--- config.mk ---
export PLATFORM = sky130hd
export DESIGN_NAME = sump_sample_tx_flat
export DESIGN_NICKNAME = d
export VERILOG_FILES = /design/src/rtl/sump_pkg.sv /design/src/rtl/sump_tx_if.sv /design/src/rtl/sump_baud_gen.sv /design/src/rtl/sump_sample_tx.sv /design/src/flat_wrapper.sv
export SDC_FILE = /design/constraint.sdc
export NUM_CORES = 1
export LEC_CHECK = 0
export BUFFER_PORTS_ARGS = -buffer_cell sky130_fd_sc_hd__buf_2
export CAP_MARGIN = 40
export CORE_AREA = 2 2 82 84
export DETAILED_ROUTE_END_ITERATION = 8
export DIE_AREA = 0 0 84 86
export PLACE_DENSITY = 0.78
export RECOVER_POWER = 25
export SLEW_MARGIN = 20
export SYNTH_ARGS = -nofsm -noshare
export SYNTH_HDL_FRONTEND = slang
export SYNTH_SLANG_ARGS = --single-unit
--- constraint.sdc ---
create_clock -name clock -period 3.4 [get_ports clock]
set_clock_uncertainty 0.05 [all_clocks]
set_input_delay 0.17 -clock clock [delete_from_list [all_inputs] [get_ports clock]]
set_output_delay 0.17 -clock clock [all_outputs]
set_load 0.005 [all_outputs]
--- src/rtl/sump_pkg.sv ---
// Shared types and helpers for the SUMP sample return-path transmitter.
// Optional ID reply is enabled with SUMP_TX_ID_EN.
package sump_pkg;

  typedef enum logic [2:0] {
    IDLE,
    SCAN,
    START,
    DATA,
    STOP
  } state_e;

  localparam int unsigned BAUD_115200 = 115200;
  localparam int unsigned BAUD_57600  = 57600;
  localparam int unsigned BAUD_38400  = 38400;
  localparam int unsigned BAUD_19200  = 19200;

  localparam int DIV_W = 16;

  localparam logic [31:0] SUMP_ID = 32'h534C4131;

  function automatic int unsigned baud_div(
    input int unsigned clk_hz,
    input logic [1:0]  speed
  );
    int unsigned d;
    case (speed)
      2'b00:   d = clk_hz / BAUD_115200;
      2'b01:   d = clk_hz / BAUD_57600;
      2'b10:   d = clk_hz / BAUD_38400;
      default: d = clk_hz / BAUD_19200;
    endcase
    return d;
  endfunction

  function automatic logic [1:0] low_group(
    input logic [3:0] m
  );
    logic [1:0] g;
    g = 2'd0;
    for (int i = 3; i >= 0; i--) begin
      if (m[i]) g = 2'(i);
    end
    return g;
  endfunction

endpackage

--- src/rtl/sump_tx_if.sv ---
// Request/status bundle between the readout controller and the transmitter.
// sendId exists only when SUMP_TX_ID_EN is defined.
interface sump_tx_if;
  logic [1:0]  speedSwitch;
  logic [3:0]  disabledGroups;
  logic        send;
  logic [31:0] word;
  logic        busy;
  logic        tx;
`ifdef SUMP_TX_ID_EN
  logic        sendId;

  modport master (
    output speedSwitch, disabledGroups,
    output send, word, sendId,
    input  busy, tx
  );

  modport slave (
    input  speedSwitch, disabledGroups,
    input  send, word, sendId,
    output busy, tx
  );
`else
  modport master (
    output speedSwitch, disabledGroups,
    output send, word,
    input  busy, tx
  );

  modport slave (
    input  speedSwitch, disabledGroups,
    input  send, word,
    output busy, tx
  );
`endif
endinterface

--- src/rtl/sump_baud_gen.sv ---
// Bit-period down-counter; holds the divisor latched at send acceptance
// and pulses bit_tick on the last cycle of each bit.
module sump_baud_gen
  import sump_pkg::*;
#(
  parameter int unsigned CLOCK_HZ = 100_000_000
) (
  input  logic       clk,
  input  logic       rst_n,
  input  logic       latch,
  input  logic [1:0] speed,
  input  logic       restart,
  output logic       bit_tick
);

  localparam logic [DIV_W-1:0] D0 =
    DIV_W'(baud_div(CLOCK_HZ, 2'b00));
  localparam logic [DIV_W-1:0] D1 =
    DIV_W'(baud_div(CLOCK_HZ, 2'b01));
  localparam logic [DIV_W-1:0] D2 =
    DIV_W'(baud_div(CLOCK_HZ, 2'b10));
  localparam logic [DIV_W-1:0] D3 =
    DIV_W'(baud_div(CLOCK_HZ, 2'b11));

  logic [DIV_W-1:0] div_q, div_d;
  logic [DIV_W-1:0] cnt_q, cnt_d;
  logic [DIV_W-1:0] sel;

  always_comb begin
    sel = D0;
    case (speed)
      2'b00:   sel = D0;
      2'b01:   sel = D1;
      2'b10:   sel = D2;
      default: sel = D3;
    endcase
  end

  always_comb begin
    div_d = latch ? sel : div_q;
    cnt_d = cnt_q - 1'b1;
    if (restart || cnt_q == '0) begin
      cnt_d = div_q - 1'b1;
    end
  end

  always_ff @(posedge clk) begin
    if (!rst_n) begin
      div_q <= D0;
      cnt_q <= '0;
    end else begin
      div_q <= div_d;
      cnt_q <= cnt_d;
    end
  end

  assign bit_tick = (cnt_q == '0);

endmodule

--- src/rtl/sump_sample_tx.sv ---
// SUMP sample word transmitter: 8N1 bytes, LSB group first, skipping
// disabled groups. SUMP_TX_ID_EN adds the sendId "1ALS" reply.
module sump_sample_tx
  import sump_pkg::*;
#(
  parameter int unsigned CLOCK_HZ = 100_000_000,
  parameter int unsigned MIN_DIV  = 4
) (
  input logic       clock,
  input logic       reset_n,
  sump_tx_if.slave  bus
);

  if (baud_div(CLOCK_HZ, 2'b00) < MIN_DIV) begin : g_div_chk
    $error("sump_sample_tx: bit period below MIN_DIV");
  end

  state_e      state_q, state_d;
  logic [31:0] word_q, word_d;
  logic [3:0]  mask_q, mask_d;
  logic [7:0]  shift_q, shift_d;
  logic [2:0]  bit_q, bit_d;
  logic        tx_q, tx_d;
  logic        latch;
  logic        restart;
  logic        bit_tick;
  logic [1:0]  grp;

  sump_baud_gen #(
    .CLOCK_HZ (CLOCK_HZ)
  ) u_baud (
    .clk      (clock),
    .rst_n    (reset_n),
    .latch    (latch),
    .speed    (bus.speedSwitch),
    .restart  (restart),
    .bit_tick (bit_tick)
  );

  always_comb begin
    state_d = state_q;
    word_d  = word_q;
    mask_d  = mask_q;
    shift_d = shift_q;
    bit_d   = bit_q;
    tx_d    = tx_q;
    latch   = 1'b0;
    restart = 1'b0;
    grp     = low_group(mask_q);
    unique case (state_q)
      IDLE: begin
        tx_d = 1'b1;
`ifdef SUMP_TX_ID_EN
        if (bus.sendId) begin
          word_d  = SUMP_ID;
          mask_d  = 4'hF;
          latch   = 1'b1;
          state_d = SCAN;
        end else if (bus.send) begin
          word_d  = bus.word;
          mask_d  = ~bus.disabledGroups;
          latch   = 1'b1;
          state_d = SCAN;
        end
`else
        if (bus.send) begin
          word_d  = bus.word;
          mask_d  = ~bus.disabledGroups;
          latch   = 1'b1;
          state_d = SCAN;
        end
`endif
      end
      SCAN: begin
        if (mask_q == 4'h0) begin
          state_d = IDLE;
        end else begin
          mask_d[grp] = 1'b0;
          shift_d     = word_q[{grp, 3'b000} +: 8];
          bit_d       = 3'd0;
          restart     = 1'b1;
          tx_d        = 1'b0;
          state_d     = START;
        end
      end
      START: begin
        if (bit_tick) begin
          tx_d    = shift_q[0];
          state_d = DATA;
        end
      end
      DATA: begin
        if (bit_tick) begin
          if (bit_q == 3'd7) begin
            tx_d    = 1'b1;
            state_d = STOP;
          end else begin
            bit_d   = bit_q + 3'd1;
            shift_d = shift_q >> 1;
            tx_d    = shift_q[1];
          end
        end
      end
      STOP: begin
        if (bit_tick) state_d = SCAN;
      end
      default: state_d = IDLE;
    endcase
  end

  always_ff @(posedge clock) begin
    if (!reset_n) begin
      state_q <= IDLE;
      word_q  <= '0;
      mask_q  <= '0;
      shift_q <= '0;
      bit_q   <= '0;
      tx_q    <= 1'b1;
    end else begin
      state_q <= state_d;
      word_q  <= word_d;
      mask_q  <= mask_d;
      shift_q <= shift_d;
      bit_q   <= bit_d;
      tx_q    <= tx_d;
    end
  end

  assign bus.busy = (state_q != IDLE);
  assign bus.tx   = tx_q;

endmodule

--- src/flat_wrapper.sv ---
// flat-port wrapper written by rule: the top's interface ports become plain ports
module sump_sample_tx_flat import sump_pkg::*;
#(
  parameter int unsigned CLOCK_HZ = 100_000_000,
  parameter int unsigned MIN_DIV  = 4
)
  (clock, reset_n, bus_speedSwitch, bus_disabledGroups, bus_send, bus_word, bus_busy, bus_tx);
  sump_tx_if bus_i ();
  input logic clock;
  input logic reset_n;
  input wire logic [$bits(bus_i.speedSwitch)-1:0] bus_speedSwitch;
  input wire logic [$bits(bus_i.disabledGroups)-1:0] bus_disabledGroups;
  input wire logic [$bits(bus_i.send)-1:0] bus_send;
  input wire logic [$bits(bus_i.word)-1:0] bus_word;
  output wire logic [$bits(bus_i.busy)-1:0] bus_busy;
  output wire logic [$bits(bus_i.tx)-1:0] bus_tx;
  assign bus_i.speedSwitch = bus_speedSwitch;
  assign bus_i.disabledGroups = bus_disabledGroups;
  assign bus_i.send = bus_send;
  assign bus_i.word = bus_word;
  assign bus_busy = bus_i.busy;
  assign bus_tx = bus_i.tx;
  sump_sample_tx #(.CLOCK_HZ(CLOCK_HZ), .MIN_DIV(MIN_DIV)) u_core (.clock(clock), .reset_n(reset_n), .bus(bus_i));
endmodule
==> results of run 1 <==
per-stage QoR:
| step | worst slack (ps) | utilization, % | instances |
|---|---|---|---|
| floorplan | 794 | - | 450 |
| global placement | 753 | 60.5 | 546 |
| detailed placement | 639 | 60.5 | 546 |
| CTS | 616 | 67.3 | 584 |
| global route | 180 | 67.2 | 584 |
| finish | 460 | 67.2 | 584 |
synth_stat cells (all sizes together), types with 2 or more instances:
cell type   n
o21ai      19
nor3b       3
a32o        3
xor2        7
nand4       2
dfxtp      76
nand2b      4
ha          3
mux2i       3
a22oi      10
xnor2       2
a31oi       2
inv         6
or3         5
a311oi      3
o2111ai     2
a211oi      4
a311o       2
nor2b       3
nor3       16
a21oi      58
and3        3
o21a        2
nor4        7
clkbuf     21
a21o        2
o211ai      8
a221oi      8
and2        3
nand3b      2
nand3      15
nor2       25
nand2      97
buf         9
o311ai      2
o31ai       3
worst min-delay path: cells and delay by family:
kind / cells / cell delay (ps)
compound gates: 1 / 50
buf+inv: 1 / 100
simple gates: 1 / 50
state kept, by name (all words and copies together) (netlist names):
register and cells:
u_core.bus.tx 1, u_core.word_q 32, u_core.state_q 3, u_core.mask_q 4, u_core.u_baud.cnt_q 16, u_core.shift_q 8, u_core.bit_q 3, u_core.u_baud.div_q 9
layout make-up:
class                   instances  area, um2
well taps                      77       96.3
inverters                       6       22.5
repair buffers                 71        477
fillers                       528       2060
flip-flops and latches         76       1520
clock inverters                 7       81.3
clock buffers                   9        124
multi-input cells             338       1890
worst paths after layout:
kind,from,endpoint,slack (ps),depth (start not counted)
min reg2reg,u_core.word_q[31],u_core.word_q[31],410,2
max reg2reg,u_core.state_q[2],u_core.u_baud.div_q[9],460,6
max,u_core.state_q[2],u_core.u_baud.div_q[9],460,6
min,bus_word[19],u_core.word_q[19],3,3
routing by layer:
| metal | GRT usage [%] | wire, um | vias to the layer above |
|---|---|---|---|
| met2 | 41.6 | 4160 | 148 |
| met4 | 12.3 | 247 | 0 |
| met3 | 5.00 | 565 | 26 |
| met5 | 0 | 0 | - |
| met1 | 34.3 | 4020 | 1613 |
| li1 | - | - | 1717 |
power by group through the flow:
| stage | combinational, mW | clock, mW | sequential [mW] |
|---|---|---|---|
| finish | 0.904 | 0.718 | 1.11 |
| global route | 0.998 | 0.760 | 1.13 |
| CTS | 0.895 | 0.730 | 1.11 |
| detailed placement | 0.871 | 0 | 1.13 |
| global placement | 0.853 | 0 | 1.13 |
| floorplan | 0.701 | 0 | 1.09 |
kinds of logic after synthesis:
group	Yosys count	share of synthesized area, %
AOI/OAI and AO/OA	134	24.4
xor gates and xnor gates	9	2.21
and+or+nand+nor	189	24.6
buffers and inverters	36	4.27
adders and majority gates	3	1.05
DFF	76	42.6
muxes	3	0.841
==> flow_metrics.tcl, run 1 <==
set metrics [dict create \
    drive_gt1_share_pct 14.4 \
    setup_viol 0 \
    wirelength_um 8990 \
    violations "capacitance limit, slew limit" \
    drv_slew 45 \
    p_sw_mw 1.03 \
    viasPerCell 6.00 \
    vias 3504 \
    critPathBufInv 1 \
    worstPathArrival_ps 3130 \
    final_cell_mix "nand2_1 (96), dfxtp_1 (76), a21oi_1 (58), buf_2 (40), nor2_1 (24)" \
    worstSetupPathType "flop to flop" \
    clkSlewWorstSetupHoldPaths_ps 80 \
    cts-buffers-inserted 9 \
    antenna_cells 0 \
    startpoint_type "flop" \
    finalPower_mw 2.74 \
    start_util_pct 56.9 \
    syn_inst 450 \
    postLayoutCellArea_um2 4220 \
    avgRoutedWirePerCell_um 15.4 \
    cap_violations 1 \
    die_h_um 86 \
    synth_fp_nets 494 \
    area_growth_pct 18.0 \
    grt_pass1_vias 3287 \
    core_um2 6280 \
    status "complete, but fails checks" \
    irDropWorstVdd_mv 0.422 \
    ioPinCount 43 \
    relSlewSlack_pct -19.4 \
    finalCriticalPeriod_ps 2940 \
    seq_area_frac_synth_pct 42.6 \
    swShare_pct 37.5 \
    intPower_mw 1.71 \
    cts_hold_buf 22 \
    antenna_found_initial 0 \
    grt_pass1_wl_um 15200 \
    powerDensity_nw_per_um2 649 \
    pwr-share-seq_pct 40.7 \
    power.share.clock_pct 26.2 \
    clk_path_buf_depth 2 \
    syn_area_um2 3570 \
    tritoncts "done" \
    ant_nets 0 \
    crit_path_max_incr_delay_ps 1280 \
    hp-class "input port to flop" \
    synth_ff_type "dfxtp_1" \
    setup_tns_ps 0 \
    static-leakage-power_nw 1.56 \
    yosys.area.top_type "dfxtp_1" \
    worstMarginPinSlew_ps 1790 \
    fmax_ghz 0.340 \
    netlist.area_leader.share_pct 42.6 \
    clkLatencyLatePin_ps 360 \
    finalNetCount 546 \
    drtIter0Drc 241 \
    fp-row-count 29 \
    final_common_cell "nand2_1" \
    worstPathCellList "nor3_1, and2_0, clkbuf_1, nand3_1, o21ai_0, nand2_1" \
    hpwl_um 6100 \
    cts_setup_buffers 0 \
    crit_path_end_kind "flop" \
    grt_util_all_layers_pct 26.1 \
    finalCritPeriodShare_pct 86.5 \
    cp_max_fo 44 \
    numPortBuffers 42 \
    grt_max_degree 45 \
    yosys_warnings 0 \
    critical-path-top-delay-family "buffers and inverters" \
    numClockSinks 76 \
    holdWs_ps 3.21 \
    hold_viol_final 0 \
    async_reset_ff_share_pct 0 \
    synth_edf_count 0 \
    cp.required_ps 3590 \
    cts_resized 0 \
    cts-root-buf "clkbuf_8" \
    power_frac_comb_pct 33.0 \
    ys_ff_latch 76 \
    die_w_um 84 \
    dieArea_um2 7220 \
    htreeDepth 3 \
    synth.distinct_cells 56 \
    syn_avg_cell_area_um2 7.94 \
    dr.pass1.iters 5 \
    finalWeightedCongestion 0.920 \
    gr-total-overflow 0 \
    rsz0062_at_grt "no" \
    drc_errors 0 \
    placed_area_um2 3800 \
    critical_path.slowest_cell "clkbuf_1" \
    yosys-top-cells-area "dfxtp_1 (43%), nand2_1 (10%), a21oi_1 (8.0%)" \
]
Note: power is estimated with default switching activity, not from simulation.
==> inputs of run 2 (changes only) <==
--- a/config.mk
+++ b/config.mk
@@ -5,7 +5,8 @@
 export SDC_FILE = /design/constraint.sdc
 export NUM_CORES = 1
 export LEC_CHECK = 0
-export BUFFER_PORTS_ARGS = -buffer_cell sky130_fd_sc_hd__buf_2
+export ABC_AREA = 0
+export BUFFER_PORTS_ARGS = -buffer_cell sky130_fd_sc_hd__clkbuf_2
 export CAP_MARGIN = 40
 export CORE_AREA = 2 2 82 84
 export DETAILED_ROUTE_END_ITERATION = 8
==> run 2 against run 1 <==
  * The run now ends clean
  * Sequential power is essentially flat
  * Sequential cell count is the same
  * Power grew 3.1%
  * Die area is the same
  * Critical path depth grew 3
  * Largest cell class unchanged
  * Largest power group unchanged
  * Highest routed layer unchanged
==> flow_metrics.tcl, run 2 (synthesis gave the netlist of run 1 again) <==
set metrics [dict create \
    status "completed" \
    viasPerCell 5.90 \
    relSlewSlack_pct 39.3 \
    antenna_cells 0 \
    worstPathArrival_ps 3040 \
    dieArea_um2 7220 \
    reg_top3 "u_core.word_q: 32 flops, u_core.u_baud.cnt_q: 16 flops, u_core.u_baud.div_q: 9 flops" \
    clk_path_buf_depth 2 \
    start_util_pct 56.9 \
    top_register "u_core.word_q" \
    finalCriticalPeriod_ps 2840 \
    numPortBuffers 42 \
    cts_setup_buffers 0 \
    drive_gt1_share_pct 14.4 \
    vias 3484 \
    clkLatencyLatePin_ps 360 \
    core_um2 6280 \
    cp.required_ps 3600 \
    crit_path_end_kind "flop" \
    powerDensity_nw_per_um2 655 \
    cts_resized 0 \
    setup_tns_ps 0 \
    cts-buffers-inserted 9 \
    cts-root-buf "clkbuf_8" \
    hpwl_um 6070 \
    dr.pass1.iters 7 \
    rsz0062_at_grt "no" \
    die_h_um 86 \
    worstSetupPathType "flop to flop" \
    drtIter0Drc 295 \
    final_cell_mix "nand2_1 (96), dfxtp_1 (76), a21oi_1 (57), clkbuf_2 (41), dlygate4sd3_1 (29)" \
    numClockSinks 76 \
    drv_slew 0 \
    pre_cts_slack_ps 760 \
    static-leakage-power_nw 1.62 \
    gr-total-overflow 0 \
    area_growth_pct 20.8 \
    antenna_found_initial 0 \
    setup_viol 0 \
    grt_max_degree 39 \
    hp-class "input port to flop" \
    drc_errors 0 \
    cts_hold_buf 29 \
    cp_max_fo 11 \
    htreeDepth 3 \
    cap_violations 0 \
    final_common_cell "nand2_1" \
    hold_viol_final 0 \
    finalNetCount 553 \
    ioPinCount 43 \
    fp-row-count 29 \
    grt_pass1_vias 3273 \
    wirelength_um 9200 \
    grt_pass1_wl_um 15500 \
    finalWeightedCongestion 0.931 \
    worstMarginPinSlew_ps 908 \
    tritoncts "done" \
    largest_reg_flops 32 \
    fmax_ghz 0.352 \
    clkSlewWorstSetupHoldPaths_ps 80 \
    finalCritPeriodShare_pct 83.7 \
    irDropWorstVdd_mv 0.482 \
    startpoint_type "flop" \
    die_w_um 84 \
    ant_nets 0 \
    layout_setup_ws_ps 556 \
    avgRoutedWirePerCell_um 15.6 \
    grt_util_all_layers_pct 26.7 \
]
-- run 2: cell count changes in the layout (fill, tap and decap cells not counted), moves of 2 or more --
cell           previous run  this run
clkbuf_2                  0        41
dlygate4sd3_1            22        29
clkbuf_1                  3         1
buf_2                    40         0
-- run 2: path summary, 6_finish.rpt --
check                           cells past startpoint                 endpoint  slack, ps               from
worst max-delay path                                9  u_core.u_baud.cnt_q[10]        560  u_core.state_q[0]
worst min-delay path                                3        u_core.word_q[14]         20       bus_word[14]
worst max register to register                      9  u_core.u_baud.cnt_q[10]        560  u_core.state_q[0]
worst min register to register                      2        u_core.word_q[30]        410  u_core.word_q[30]
-- run 2: layout make-up --
class | count | area, um2
Clock inverter | 6 | 93.8
Tap cell | 77 | 96.3
Multi-Input combinational cell | 338 | 1890
Clock buffer | 10 | 138
Sequential cell | 76 | 1520
Fill cell | 495 | 1960
Inverter | 6 | 22.5
Timing Repair Buffer | 78 | 552
-- run 2: critical path: stages (launching register included) --
cell	delay (ps)
dfxtp_1	510
or3b_4	450
nor2_1	380
a21oi_2	80
nand2_1	90
ha_1	300
nand3_1	180
mux2i_1	340
nand3_1	120
a32o_1	220
-- run 2: per-layer routing --
layer  wire length (um)  global-route usage [%]
met5                  0                       0
met4                214                    12.2
met3                542                    4.23
met2               4320                    43.3
met1               4110                    35.3
-- run 2: metrics by stage --
stage / hold slack, ps / utilization, % / power [mW] / cell area, um2 / instances
4_1_cts: 0.168 / 68.8 / 2.81 / 4320 / 591
2_1_floorplan: 256 / - / 1.79 / 3570 / 450
5_1_grt: 5.89 / 68.7 / 2.99 / 4310 / 591
3_5_place_dp: 348 / 60.5 / 2.00 / 3800 / 546
3_3_place_gp: 343 / 60.5 / 1.99 / 3800 / 546
6_report: 19.8 / 68.7 / 2.82 / 4310 / 591
-- run 2: power by group --
group          switching, mW  internal [mW]  total [mW]
Clock                  0.357          0.440       0.797
Combinational          0.549          0.365       0.914
Sequential             0.111           1.00        1.11
==> inputs of run 3 (changes only) <==
==> constraint.sdc (replaced) <==
create_clock -name clock -period 2.7 [get_ports clock]
set_clock_uncertainty 0.05 [all_clocks]
set_input_delay 0.135 -clock clock [delete_from_list [all_inputs] [get_ports clock]]
set_output_delay 0.135 -clock clock [all_outputs]
set_load 0.005 [all_outputs]
==> run 3 against run 2 <==
  * Hold slack improved by 9.2 ps
  * Sequential cell count did not move
  * First-iteration DRC count rose by 39%
  * Clock power is 19% higher
  * Wire length rose by 1.7%
  * Final area up 2.7%
  * Die area is the same
  * Via count up 4.8%
  * Worst setup slack lost 380 ps
  * Critical path type unchanged
  * Largest power group unchanged
  * Highest routed layer unchanged
==> flow_metrics.tcl, run 3 (synthesis gave the netlist of run 1 again) <==
set metrics [dict create \
    path_common_cell "nand3_1" \
    drive_gt1_share_pct 16.4 \
    status "completed" \
    worstPathCellList "nor4_1, and2_1, a21oi_2, nand2_1, ha_1, nand3_1, mux2i_1, nand3_1, a32o_1" \
    drtIter0Drc 411 \
    hold_depth 3 \
    gr-total-overflow 0 \
    clk_path_buf_depth 2 \
    worstSetupPathType "flop to flop" \
    start_util_pct 56.9 \
    finalNetCount 569 \
    final_cell_mix "nand2_1 (96), dfxtp_1 (76), a21oi_1 (57), clkbuf_2 (43), dlygate4sd3_1 (33)" \
    cap_violations 0 \
    irDropWorstVdd_mv 0.578 \
    hpwl_um 6120 \
    fillCellCount 477 \
    reg_top3 "u_core.word_q: 32 flops, u_core.u_baud.cnt_q: 16 flops, u_core.u_baud.div_q: 9 flops" \
    cp_num_cells 9 \
    viasPerCell 6.01 \
    clkLatencyLatePin_ps 350 \
    drc_errors 0 \
    critical_path.slowest_cell "nor4_1" \
    wirelength_um 9350 \
    cts_resized 0 \
    antenna_cells 0 \
    r2r-start "u_core.u_baud.cnt_q[13]" \
    largest_reg_flops 32 \
    hold_viol_final 0 \
    grt_util_all_layers_pct 27.4 \
    layout_setup_ws_ps 180 \
    finalCriticalPeriod_ps 2520 \
    critical-path-top-delay-family "simple AND/OR/NAND/NOR gates" \
    worstMarginPinSlew_ps 775 \
    crit_end "u_core.u_baud.cnt_q[10]" \
    numClockSinks 76 \
    crit_path_end_kind "flop" \
    ioPinCount 43 \
    vias 3650 \
    static-leakage-power_nw 1.68 \
    htreeDepth 3 \
    cp_max_fo 8 \
    avgRoutedWirePerCell_um 15.4 \
    r2r_setup_slack_ps 180 \
    core_um2 6280 \
    finalPower_mw 3.59 \
    grt_pass1_wl_um 16000 \
    dieArea_um2 7220 \
    hp-class "input port to flop" \
    cts_setup_buffers 0 \
    finalWeightedCongestion 0.904 \
    numPortBuffers 42 \
    pre_cts_slack_ps 288 \
    antenna_found_initial 0 \
    ant_nets 0 \
    cts-root-buf "clkbuf_8" \
    drv_slew 0 \
    crit_path_max_incr_delay_ps 390 \
    crit_start "u_core.u_baud.cnt_q[13]" \
    fmax_ghz 0.397 \
    setup_tns_ps 0 \
    fp-row-count 29 \
    relSlewSlack_pct 48.2 \
    finalCritPeriodShare_pct 93.3 \
    tritoncts "done" \
    reg2reg_depth 9 \
    cts-buffers-inserted 9 \
    grt_max_degree 47 \
    final_common_cell "nand2_1" \
    critPathBufInv 0 \
    die_h_um 86 \
    dr.pass1.iters 6 \
    rr_endpoint "u_core.u_baud.cnt_q[10]" \
    area_growth_pct 24.1 \
    cp.required_ps 2890 \
    worstPathArrival_ps 2710 \
    startpoint_type "flop" \
    powerDensity_nw_per_um2 809 \
    rsz0062_at_grt "yes" \
    grt_pass1_vias 3367 \
    setup_viol 0 \
    top_register "u_core.word_q" \
    die_w_um 84 \
    clkSlewWorstSetupHoldPaths_ps 80 \
]
## run 3: cell types whose count changed in the layout (fill, tap and decap cells not counted), sizes merged
| cell | change |
|---|---|
| inv | -2 |
| clkinvlp | +1 |
| clkinv | +1 |
| clkbuf | +2 |
| dlygate4sd3 | +4 |
| buf | +10 |
## run 3: tightest hold or removal path: cells and delay by family
| kind | cells | cell delay, ps |
|---|---|---|
| AOI/OAI and AO/OA | 1 | 60 |
| buffers and inverters | 1 | 70 |
| and+or+nand+nor | 1 | 110 |
## run 3: worst min path at each step
stage	from	to	slack, ps
4_1_cts	bus_disabledGroups[0]	u_core.mask_q[0]	10
2_1_floorplan	bus_word[0]	u_core.word_q[0]	220
5_1_grt	bus_disabledGroups[0]	u_core.mask_q[0]	20
6_report	bus_disabledGroups[0]	u_core.mask_q[0]	30
3_3_place_gp	bus_word[8]	u_core.word_q[8]	310
3_5_place_dp	bus_word[30]	u_core.word_q[30]	310
## run 3: stage by stage
stage	std cells	hold WS [ps]	instance area, um2	utilization (%)
CTS	607	13.6	4450	70.9
finish	607	29.0	4430	70.6
floorplan	450	221	3570	-
global placement	558	308	3900	62.2
global route	607	19.4	4430	70.6
detailed placement	558	313	3900	62.2
## run 3: repair_timing
| item | 4_1_cts | 5_1_grt |
|---|---|---|
| setup endpoints to repair | 0 | 1 |
| hold buffers | 33 | 0 |
| endpoints found under the hold margin | 33 | 0 |
## run 3: area by class of cell
class                      instances  area [um2]  area share, %
multi-input combinational        338        1900           42.8
inverter                           6        22.5          0.508
clock inverter                     6        88.8           2.01
tap                               77        96.3           2.17
clock buffer                      10         128           2.88
sequential                        76        1520           34.3
timing repair buffer              94         677           15.3
## run 3: power breakdown
group / internal, mW / switching [mW]
logic: 0.511 / 0.736
clock network: 0.521 / 0.428
registers: 1.26 / 0.129
## run 3: layer usage
layer,part of all wire (%),GRT usage [%]
met5,0,0
met4,3.2,13.5
met3,6.6,4.43
met2,47,44.0
met1,43,36.1
